$ cat src/rtl/rr_burst_arbiter.sv
// rr_burst_arbiter
//   Round-robin arbiter for one burst-capable shared resource. Once a port
//   is granted, it keeps the grant for its whole burst. The grant ends on
//   any of these:
//     - the owner's last beat,
//     - reaching the beat cap,
//     - the owner dropping its request,
//     - optionally, a stall timeout.
//   When one grant ends, the next owner is picked in the same cycle, so
//   the resource never sees a dead cycle.
//
// Build option:
//   ARB_TIMEOUT_EN - enables the stall counter and timeout release.
//
// Ports:
//   clk        clock
//   reset      asynchronous, active-high reset
//   req_i      per-port request level
//   last_i     per-port last-beat flag (only the owner's bit matters)
//   beat_i     the resource accepted a beat from the owner this cycle
//   gnt_o      registered one-hot grant, zero when there is no owner
//   gnt_id_o   binary owner index, valid while busy_o is high
//   busy_o     an owner holds the resource
//   release_o  one-cycle pulse on the cycle after a grant ends
//   timeout_o  one-cycle pulse, coincident with release_o, when the
//              release was caused by a stall timeout
//
// state    | meaning
// ---------+---------------------------------------------------------
// ST_IDLE  | no owner; scanning req_i from ptr
// ST_OWN   | gnt_id_q owns the resource; counting beats
module rr_burst_arbiter #(
  parameter int NUM_PORTS = 4,
  parameter int MAX_BEATS = 8,
  parameter int TIMEOUT   = 16
) (
  input  logic                         clk,
  input  logic                         reset,
  input  logic [NUM_PORTS-1:0]         req_i,
  input  logic [NUM_PORTS-1:0]         last_i,
  input  logic                         beat_i,
  output logic [NUM_PORTS-1:0]         gnt_o,
  output logic [$clog2(NUM_PORTS)-1:0] gnt_id_o,
  output logic                         busy_o,
  output logic                         release_o,
  output logic                         timeout_o
);

  localparam int ID_W  = $clog2(NUM_PORTS);
  localparam int CNT_W = $clog2(MAX_BEATS + 1);

  localparam logic [0:0] ST_IDLE = 1'b0;
  localparam logic [0:0] ST_OWN  = 1'b1;

  localparam logic [CNT_W-1:0] CAP_M1  = CNT_W'(MAX_BEATS - 1);
  localparam logic [CNT_W-1:0] CAP     = CNT_W'(MAX_BEATS);
  localparam logic [ID_W-1:0]  LAST_ID = ID_W'(NUM_PORTS - 1);
  localparam logic [ID_W:0]    NP      = (ID_W + 1)'(NUM_PORTS);

  logic [0:0]           state_q, state_d;
  logic [ID_W-1:0]      ptr_q, ptr_d;
  logic [ID_W-1:0]      id_q, id_d;
  logic                 busy_q, busy_d;
  logic [NUM_PORTS-1:0] gnt_q, gnt_d;
  logic                 rel_q, rel_d;
  logic                 to_q, to_d;
  logic [CNT_W-1:0]     cnt_q, cnt_d;

  logic [ID_W-1:0]      owner_next;
  logic [ID_W-1:0]      scan_base;
  logic [2*NUM_PORTS-1:0] req_rot;
  logic                 sel_found;
  logic [ID_W-1:0]      sel_off;
  logic [ID_W:0]        sel_sum;
  logic [ID_W-1:0]      sel_id;

  logic rel_ab, rel_c, rel_tmo, release_now;

  assign owner_next = (id_q == LAST_ID) ? '0 : id_q + ID_W'(1);

  // On a release the winner is chosen with the already-advanced pointer,
  // so the departing owner ends up with lowest priority.
  assign scan_base = (state_q == ST_OWN) ? owner_next : ptr_q;
  assign req_rot   = {req_i, req_i} >> scan_base;

  always_comb begin
    sel_found = 1'b0;
    sel_off   = '0;
    for (int i = 0; i < NUM_PORTS; i++) begin
      if (!sel_found && req_rot[i]) begin
        sel_found = 1'b1;
        sel_off   = ID_W'(i);
      end
    end
    sel_sum = {1'b0, scan_base} + {1'b0, sel_off};
    if (sel_sum >= NP) sel_sum = sel_sum - NP;
    sel_id = sel_sum[ID_W-1:0];
  end

  assign rel_ab = beat_i & (last_i[id_q] | (cnt_q == CAP_M1));
  assign rel_c  = ~req_i[id_q];

`ifdef ARB_TIMEOUT_EN
  localparam int STALL_W = $clog2(TIMEOUT + 1);
  localparam logic [STALL_W-1:0] STALL_M1 = STALL_W'(TIMEOUT - 1);

  logic [STALL_W-1:0] stall_q, stall_d;

  assign rel_tmo = ~beat_i & (stall_q == STALL_M1);

  // Counts consecutive beat-less OWN cycles; any beat or any new grant
  // (including the re-grant that follows a release) restarts it.
  always_comb begin
    stall_d = '0;
    if (state_q == ST_OWN && !beat_i && !release_now) stall_d = stall_q + STALL_W'(1);
  end

  always_ff @(posedge clk or posedge reset) begin
    if (reset) stall_q <= '0;
    else       stall_q <= stall_d;
  end
`else
  logic unused_timeout;
  assign unused_timeout = (TIMEOUT > 0);
  assign rel_tmo        = 1'b0;
`endif

  assign release_now = (state_q == ST_OWN) & (rel_ab | rel_c | rel_tmo);

  always_comb begin
    state_d = state_q;
    ptr_d   = ptr_q;
    id_d    = id_q;
    busy_d  = busy_q;
    cnt_d   = cnt_q;
    rel_d   = 1'b0;
    to_d    = 1'b0;
    case (state_q)
      ST_IDLE: begin
        if (sel_found) begin
          state_d = ST_OWN;
          id_d    = sel_id;
          busy_d  = 1'b1;
          cnt_d   = '0;
        end
      end
      default: begin
        if (release_now) begin
          rel_d = 1'b1;
          // Timeout is credited only when nothing else explains the release.
          to_d  = rel_tmo & ~rel_ab & ~rel_c;
          ptr_d = owner_next;
          cnt_d = '0;
          if (sel_found) begin
            id_d = sel_id;
          end else begin
            state_d = ST_IDLE;
            busy_d  = 1'b0;
          end
        end else if (beat_i && cnt_q < CAP) begin
          cnt_d = cnt_q + CNT_W'(1);
        end
      end
    endcase
    gnt_d = busy_d ? (NUM_PORTS'(1) << id_d) : '0;
  end

  always_ff @(posedge clk or posedge reset) begin
    if (reset) begin
      state_q <= ST_IDLE;
      ptr_q   <= '0;
      id_q    <= '0;
      busy_q  <= 1'b0;
      gnt_q   <= '0;
      rel_q   <= 1'b0;
      to_q    <= 1'b0;
      cnt_q   <= '0;
    end else begin
      state_q <= state_d;
      ptr_q   <= ptr_d;
      id_q    <= id_d;
      busy_q  <= busy_d;
      gnt_q   <= gnt_d;
      rel_q   <= rel_d;
      to_q    <= to_d;
      cnt_q   <= cnt_d;
    end
  end

  assign gnt_o     = gnt_q;
  assign gnt_id_o  = id_q;
  assign busy_o    = busy_q;
  assign release_o = rel_q;
  assign timeout_o = to_q;

endmodule

$ cat config.mk
export PLATFORM = sky130hd
export DESIGN_NAME = rr_burst_arbiter
export DESIGN_NICKNAME = d
export VERILOG_FILES = /design/src/rtl/rr_burst_arbiter.sv
export SDC_FILE = /design/constraint.sdc
export NUM_CORES = 1
export LEC_CHECK = 0
export CAP_MARGIN = 10
export CORE_ASPECT_RATIO = 1.4
export CORE_MARGIN = 2
export CORE_UTILIZATION = 35
export DETAILED_ROUTE_END_ITERATION = 6
export GPL_ROUTABILITY_DRIVEN = 1
export PLACE_DENSITY = 0.65
export SLEW_MARGIN = 20
export SYNTH_ARGS = -nofsm -noshare
export SYNTH_HDL_FRONTEND = slang
export SYNTH_SLANG_ARGS = --single-unit
$ cat constraint.sdc
create_clock -name clk -period 4.9 [get_ports clk]
set_input_delay 0.735 -clock clk [delete_from_list [all_inputs] [get_ports clk]]
set_output_delay 0.735 -clock clk [all_outputs]
set_load 0.05 [all_outputs]
Yosys cells after proc, flatten, opt, wreduce, memory -nomap -nowiden
Cells that the tools add are included.
- $add $sub $neg: 4
- $mul: 0
- divide/modulo/power cells: 0
- magnitude comparators: 3
- equal/unequal tests: 3
- shifts and indexed selects: 2
- mux-type cells: 31
- bitwise logic cells: 5
- reductions and logical operators: 10
- operator list (kind ; count):
    2-to-1 mux 4 bit ; 5
    2-to-1 mux 1 bit ; 16
    2-to-1 mux 2 bit ; 8
    >> shifter 8 x 2 -> 4 bit ; 1
    adder 4 x 1 -> 4 bit, second input constant ; 1
    binary-select mux 1 bit (select 2 bit) ; 2
    equality test 4 x 3 -> 1 bit, second input constant ; 1
    logical AND 1 bit ; 4
    less-than comparator 4 bit, second input constant ; 1
    AND reduction 2 bit ; 2
    left shift 1 x 2 -> 4 bit, first input constant ; 1
    adder 2 x 2 -> 3 bit ; 1
    greater-or-equal comparator 3 bit, second input constant ; 1
    logical NOT 1 bit ; 3
    less-than comparator 2 x 3 -> 1 bit, second input constant ; 1
    inequality test 3 x 1 -> 1 bit, second input constant ; 1
    adder 2 x 1 -> 2 bit, second input constant ; 1
    bitwise AND 1 bit ; 2
    equality test 2 bit, second input constant ; 1
    OR 1 bit ; 2
    nonzero test 2 bit ; 1
    subtractor 2 x 1 -> 2 bit, second input constant ; 1
    inverter 1 bit ; 1
- register bits after elaboration: 15
- bits in latches: 0
- bits in writable memories: 0
- memory bits (read-only): 0
- output and inout bits: 9
- logic and storage cells: 65
- memories: 0

Depth between registers and ports, before layout
- depth after elaboration: 22
- gate-level depth with buffers: 12
- mapped depth without buffers: 12

Worst setup path after synthesis
OpenSTA, ideal clock, no wires.
- path type: register to register
- start point: register id_q[1], in the netlist gnt_id_o[1]
- end point: register gnt_q[0], in the netlist gnt_o[0]
- setup time: 0.074 ns
- arrival: 2.625 ns
- data required time: 4.826 ns
- slack: 2.202 ns
- cell stages (with the launch flop): 11
- buffers on the path: 0
- period minus slack after synthesis: 2.698 ns
- path through: dfrtp_1 -> ha_1 -> mux2_2 -> a21oi_1 -> o32ai_1 -> o21a_1 -> ha_1 -> or3_1 -> o31ai_1 -> a31oi_1 -> nor2_1
- cells in the longest elaborated chain, start to end: 22
- elaborated cells between the ends (all ways): 40
- ends and longest elaborated chain (item ; line ; text):
    start, declared ; 62 ; logic [ID_W-1:0] id_q, id_d;
    start signal, assigned ; 181 ; id_q <= id_d;
    adder 2 x 1 -> 2 bit / equality test 2 bit (equally long branches) ; 79 ; assign owner_next = (id_q == LAST_ID) ? '0 : id_q + ID_W'(1);
    2-to-1 mux 2 bit (*) ; 79 ;
    via owner_next[1] ; 69 ; logic [ID_W-1:0] owner_next;
    2-to-1 mux 2 bit (*) ; 83 ; assign scan_base = (state_q == ST_OWN) ? owner_next : ptr_q;
    >> shifter 8 x 2 -> 4 bit ; 84 ; assign req_rot = {req_i, req_i} >> scan_base;
    2-to-1 mux 1 bit ; 90 ; if (!sel_found && req_rot[i]) begin
    logical NOT 1 bit ; 90 ;
    logical AND 1 bit ; 90 ;
    [... 8 more ...] ; -- ;
    greater-or-equal comparator 3 bit / subtractor 2 x 1 -> 2 bit (equally long branches) ; 96 ; if (sel_sum >= NP) sel_sum = sel_sum - NP;
    2-to-1 mux 2 bit ; 96 ;
    2-to-1 mux 2 bit ; 140, 154 ;
    2-to-1 mux 2 bit ; 148 ; if (release_now) begin
    2-to-1 mux 2 bit ; 138 ; case (state_q)
    left shift 1 x 2 -> 4 bit ; 165 ; gnt_d = busy_d ? (NUM_PORTS'(1) << id_d) : '0;
    2-to-1 mux 4 bit (*) ; 165 ;
    via gnt_d[0] ; 64 ; logic [NUM_PORTS-1:0] gnt_q, gnt_d;
    end signal, assigned ; 183 ; gnt_q <= gnt_d;
    end, declared ; 64 ;
The timed path passes the listed nets; every way through them passes the cells marked *. The select of a mux whose other input is x is not followed.
A chain may end at the register's enable or synchronous reset.

Worst setup path after layout
- start point: register id_q[0], in the netlist gnt_id_o[0]
- end point: register gnt_q[2], in the netlist gnt_o[2]
Same word-level chain as after synthesis.

==> results.py <==
metrics = {
    "cts": {
        "path_clk_slew_ps": 100,
        "postCtsSetupBuffers": 0,
        "ctsHoldBuffers": 0,
        "cts_inserted_buffers": 3,
        "ctsRootBufferMaster": "clkbuf_4",
        "clk_path_buf_depth": 2,
        "cts_max_level": 1,
        "post_cts_resized": 0,
        "clk_latency_ps": 290,
        "clock-sinks": 15,
        "cts_tree": "built",
    },
    "synthesis": {
        "seq_area_frac_synth_pct": 39.5,
        "synth-simple-area-share_pct": 17.5,
        "synth_top_family_by_area": "compound AO/OA/AOI/OAI gates",
        "ys_top_cells_by_count": "nor2_1 (16), dfrtp_1 (15), nand2_1 (11)",
        "yosysMostFrequentCell": "nor2_1",
        "synth_compound_area_share_pct": 19.7,
        "synthesis.area_um2": 951,
        "synth-seq-cells": 15,
        "synth_edf_count": 0,
        "avgSynthCellArea_um2": 8.80,
        "synthAdderAreaFrac_pct": 3.95,
        "yosysWarnings": 0,
        "synth_area_leaders": "dfrtp_1 (39%), nor2_1 (6.3%), nand2_1 (4.3%)",
        "synth.area.mux_share_pct": 9.47,
        "synth_nets": 122,
        "synth_top_cell_by_area": "dfrtp_1",
        "ys.flop_type": "dfrtp_1",
        "synth_xor_area_share_pct": 0.921,
        "ys_types": 37,
        "synthArstFlopShare_pct": 100,
        "netlist_instances": 108,
        "synth_top_area_share_pct": 39.5,
    },
    "setup_path": {
        "critPathArrivalTime_ps": 2980,
        "path_cells": "ha_1, mux2_2, a21oi_1, o32ai_1, o21a_1, ha_1, or3_1, o31ai_1, a31oi_1, nor2_1",
        "cpPeakStageDelay_ps": 530,
        "setup.worst_path.end_class": "register",
        "rr_endpoint": "gnt_o[2]",
        "cpMostUsedCell": "ha_1",
        "rrSetupSlack_ps": 2150,
        "path_class": "reg2reg",
        "r2r_cells": 10,
        "worstPathRequired_ps": 5130,
        "start_kind": "register",
        "cp_max_fo": 10,
        "crit_buf_inv": 0,
        "rr_startpoint": "gnt_id_o[0]",
        "critical_path.top_delay_family": "adder cells",
        "crit_slowest_cell": "dfrtp_1",
    },
    "placed_design": {
        "io_buffers": 18,
        "place_area_mm2": 0.00113,
        "place_ws_ps": 1930,
        "placed_cells": 155,
        "dp_hpwl_um": 1600,
        "gp_congestion": 0.746,
    },
    "run_status": {
        "outcome": "finished, final reports clean",
    },
    "job": {
        "drv_cap": 0,
    },
    "route": {
        "routedWlPerCell_um": 12.8,
        "drt-total-wl_um": 2040,
        "viasPerCell": 5.29,
        "antenna_left": 0,
        "num_vias": 841,
        "drcViolationCount": 0,
        "dr.pass1.iters": 4,
        "dr.first_iter.drc_count": 8,
    },
    "die": {
        "die_y_um": 65.7,
        "row_count": 22,
        "dieArea_mm2": 0.00316,
        "die_width_um": 48.1,
        "io_pins": 20,
        "start_util_pct": 36.4,
        "core-area_mm2": 0.00262,
    },
    "power_and_ir_drop": {
        "powerDensity_mw_per_mm2": 593,
        "vdd_drop_max_uv": 212,
        "p_leak_nw": 0.508,
    },
    "timing": {
        "finalSetupViolCount": 0,
        "final.period_utilization_pct": 56.1,
        "max_freq_ghz": 0.364,
        "tightest_slew_ps": 743,
        "worst_slack_ps": 2150,
        "min_period_ps": 2750,
        "hold_violations": 0,
        "fin_skew_ps": 11.7,
        "relSlewSlack_pct": 50.0,
        "drv_slew": 0,
        "rsz0062_at_grt": "false",
        "fin_setup_tns_ps": 0,
    },
    "cells_and_area": {
        "instances_no_fill": 159,
        "multiInputGateArea_um2": 494,
        "areaGrowthSynthToFinish_pct": 22.0,
        "fin_nets": 138,
        "diodes": 0,
        "fill_cells": 257,
        "drive_gt1_share_pct": 8.13,
        "seqCellArea_um2": 375,
        "fin_area_mm2": 0.00116,
    },
    "worst_hold_path": {
        "hold_path.class": "reg2reg",
        "min_path_cells": 2,
        "hold_path.startpoint": "ptr_q[0]",
        "holdPathEnd": "ptr_q[0]",
    },
    "grt": {
        "gr-usage-all-layers_pct": 14.0,
        "antenna_found_initial": 0,
        "grt_overflow_total": 0,
        "grt_pass1_wl_um": 3130,
        "grt_pass1_vias": 759,
        "grt_max_degree": 16,
    },
}
==> cell type report <==
cell class / instances / area share (%)
Clock buffer: 3 / 1.94
Clock inverter: 1 / 0.432
Inverter: 10 / 3.24
Multi-Input combinational cell: 76 / 42.6
Sequential cell: 15 / 32.4
Tap cell: 36 / 3.88
Timing Repair Buffer: 18 / 15.5
==> sequential cells by signal, indices dropped and copies added, names as in the netlist <==
register   cells
cnt_q          4
gnt_o          4
gnt_id_o       2
ptr_q          2
busy_o         1
release_o      1
state_q        1
==> per-layer routing <==
layer / global-route usage, % / vias to the layer above / part of all wire [%]
met2: 23.2 / 20 / 53
met3: 1.92 / 6 / 3.2
met4: 10.8 / 0 / 2.9
li1: - / 407 / -
met1: 14.8 / 408 / 41
met5: 0 / - / 0
==> per-stage QoR <==
stage | hold slack (ps) | util (%) | power, W
CTS | 503 | 44.4 | 0.000692
detailed placement | 481 | 43.3 | 0.000620
floorplan | 441 | - | 0.000526
global placement | 459 | 43.3 | 0.000608
finish | 494 | 44.4 | 0.000688
global route | 547 | 44.4 | 0.000740
==> power breakdown <==
part	internal (W)	total (W)	switching, W
Combinational	0.000172	0.000415	0.000243
Sequential	0.000162	0.000201	0.0000390
Clock	0.0000304	0.0000709	0.0000406
==> cell usage in the layout, fill, tap and decap left out, types with 2 or more instances in the layout <==
master / instances
a21oi_1: 3
a31oi_1: 3
clkbuf_4: 3
clkdlybuf4s50_1: 18
dfrtp_1: 15
ha_1: 3
inv_1: 8
inv_2: 2
mux2_2: 3
mux2i_1: 3
nand2_1: 11
nand3_1: 2
nor2_1: 16
nor2b_1: 2
nor4_1: 2
o211ai_1: 2
o21a_1: 3
o21ai_0: 4
o31ai_1: 3
==> worst reg2reg max path: stages, from the launching register on <==
cell and delay (ps):
dfrtp_1 530, ha_1 360, mux2_2 330, a21oi_1 160
o32ai_1 90, o21a_1 190, ha_1 330, or3_1 370
o31ai_1 90, a31oi_1 110, nor2_1 120
==> kinds of logic (layout without fill, tap and decap cells) <==
logic type,after synthesis,after routing
xor gates and xnor gates,1,1
other,1,1
DFF,15,15
buffers and inverters,17,32
and+or+nand+nor,37,37
AOI/OAI and AO/OA,27,27
adders and majority gates,3,3
muxes,7,7
==> worst max-delay path by stage <==
stage                           start  endpoint  slack (ps)  cells after the start
final                     gnt_id_o[0]  gnt_o[2]        2150                     10
after global routing      gnt_id_o[0]  gnt_o[2]        1960                     10
after CTS                 gnt_id_o[0]  gnt_o[2]        2150                     10
after detailed placement     req_i[2]  gnt_o[2]        1930                     11
after global placement       req_i[2]  gnt_o[2]        2000                     11
after floorplan           gnt_id_o[1]  gnt_o[0]        2200                     10
No activity file was read; power rests on OpenSTA's default activity.
==> patch, RTL diff (same flow settings) <==
Set the parameter `MAX_BEATS` to 16 (it was 8).
--- a/src/rtl/rr_burst_arbiter.sv
+++ b/src/rtl/rr_burst_arbiter.sv
@@ -32,5 +32,5 @@
 module rr_burst_arbiter #(
   parameter int NUM_PORTS = 4,
-  parameter int MAX_BEATS = 8,
+  parameter int MAX_BEATS = 16,
   parameter int TIMEOUT   = 16
 ) (
Formal check against the unedited RTL: not equivalent (Yosys sat finds a counterexample within 10 cycles, from zero or initial values and one cycle with reset high).
==> patch against the unedited design <==
  * Count of clock-buffer cells in the layout grew 1
  * Sequential cell count grew 1
  * Largest cell class unchanged
  * Sequential power grew 5%
  * Largest power group unchanged
  * Routed wire length down 1.4%
  * Area after synthesis increased by 6.2%
  * Utilization grew 0.77 points
  * Die area rose by 5.7%
  * Final area up 9.7%
  * Power increased by 20%
  * Setup slack lost 6.7 ps
  * First-iteration DRC count increased to 2.6 times the old value
  * Clock skew decreased by 9.6 ps
  * Final cell count increased by 0.63%
==> patch: results (changes against the unedited design) <==
- Largest Register: cnt_q
- Clock Latency Late Sink: 250 ps (was 290 ps)
- Outcome: finished, final reports clean (unchanged)
- Clk_skew: 2.13 ps (was 11.7 ps)
- Seq pwr: 211 uW (was 201 uW)
- Worst Hold End: cnt_q[3] (was ptr_q[0])
- Hold Crit Start: cnt_q[3] (was ptr_q[0])
- Class of the worst hold path: reg -> reg (unchanged)
- Non-filler cells, final: 160 (was 159)
- Delay-heaviest family, CP: compound AO/OA/AOI/OAI gates (was adder cells)
- GR met2 Demand/Resource: 0.247 (was 0.232)
- H-tree levels: 1 (unchanged)
- Met1 global-route usage: 0.168 (was 0.148)
- Layout cells sized above 1: 0.106 (was 0.0813)
- Seq/Total Area, Yosys: 0.397 (was 0.395)
- Global-route wire length before repair: 3.62 mm (was 3.13 mm)
- Synth Area per Inst: 9.80 um2 (was 8.80 um2)
- Largest net degree at the start of global routing: 17 (was 16)
- Clock Pin Slew Worst Setup and Hold Paths: 60 ps (was 100 ps)
- Largest register FFs: 5
- Worst Path Max Fanout: 5 (was 10)
- Worst reg2reg setup slack: 2290 ps (was 2150 ps)
- Vias in the first global route: 832 (was 759)
- Post-synth cell types: 39 (was 37)
- Fill count: 279 (was 257)
- Drt initial violations: 21 (was 8)
- CP max stage cell: clkdlybuf4s50_1 (was dfrtp_1)
- Ys async rst share: 1.00 (unchanged)
- Synth top area cells: dfrtp_1 40%, ha_1 5.0%, nand2_1 4.5% (was dfrtp_1 39%, nor2_1 6.3%, nand2_1 4.3%)
- Syn nets: 118 (was 122)
- Buffers on Ports: 18 (unchanged)
- Synth cell count leaders: 16 x dfrtp_1, 12 x nand2_1, 7 x inv_1, 7 x nor2_1 (was 16 x nor2_1, 15 x dfrtp_1, 11 x nand2_1, 8 x inv_1)
- Nets@finish: 139 (was 138)
- Placer congestion estimate: 0.789 (was 0.746)
- Drt first pass iters: 4 (unchanged)
- Slew headroom: 0.585 (was 0.500)
- CTS resizes: 0 (unchanged)
- GR Layer Usage met3: 0.0310 (was 0.0192)
- Max incr delay on CP: 550 ps (was 530 ps)
- WP data required: 5080 ps (was 5130 ps)
- DP HPWL: 1.54 mm (was 1.60 mm)
- Setup crit start: req_i[2] (was gnt_id_o[0])
- Switching Share: 0.446 (was 0.470)
- GRT Util Overall: 0.143 (was 0.140)
- ANT cells: 0 (unchanged)
- Clock root buffer: clkbuf_8 (was clkbuf_4)
- Drt total wl: 2.01 mm (was 2.04 mm)
- Drt via density: 4.95 (was 5.29)
- Leak: 0.539 nW (was 0.508 nW)
- Worst hold path stage count: 1 (was 2)
- Logic gate share of total power: 0.604 (about the same)
- Worst R2R Path Depth: 11 (was 10)
- Maximum vdd drop: 0.263 mV (was 0.212 mV)
## patch: changes by cell type in the layout (fill, tap and decap cells not counted), moves of 2 or more
cell and change:
nor2_1 -9, nand2b_1 +6, clkbuf_8 +4, and2_1 +3, clkbuf_4 -3, o21a_1 -3, a21oi_1 +2, a31oi_1 -2
and2b_1 +2, inv_2 -2, mux2i_1 -2, nand3_1 -2, nor2b_1 +2, o21ai_0 +2
## patch: cells by family after synthesis
| logic type | Yosys count | share of synthesized area |
|---|---|---|
| XOR/XNOR | 1 | 0.00868 |
| adder cells (fa/ha/maj) | 4 | 0.0496 |
| flip-flops | 16 | 0.397 |
| AND/OR/NAND/NOR | 43 | 0.248 |
| other | 1 | 0.00371 |
| multiplexers | 4 | 0.0545 |
| buffers and inverters | 9 | 0.0446 |
| AO/OA/AOI/OAI | 25 | 0.195 |
## patch: area by class of cell
cell class              instances  area [um2]  area share
flip-flops and latches         16         400       0.315
well taps                      37        46.3      0.0364
clock buffers                   4        55.1      0.0433
repair buffers                 18         180       0.142
inverters                       7        26.3      0.0206
multi-input cells              78         564       0.443
## patch: metrics by stage
| step | power, mW | area, um2 | setup slack [ps] | utilization | hold WS (ps) |
|---|---|---|---|---|---|
| after floorplan | 0.600 | 1010 | 2250 | - | 438 |
| after global placement | 0.708 | 1220 | 1960 | 0.432 | 455 |
| after detailed placement | 0.718 | 1220 | 1900 | 0.432 | 468 |
| after CTS | 0.840 | 1270 | 2130 | 0.451 | 477 |
| after global routing | 0.900 | 1270 | 1990 | 0.451 | 525 |
| final | 0.828 | 1270 | 2140 | 0.451 | 479 |
## patch: routing by layer
layer / wire length [um] / part of all wire
met1: 932 / 0.46
met5: 0 / 0
met3: 110 / 0.055
met4: 36 / 0.018
met2: 933 / 0.46
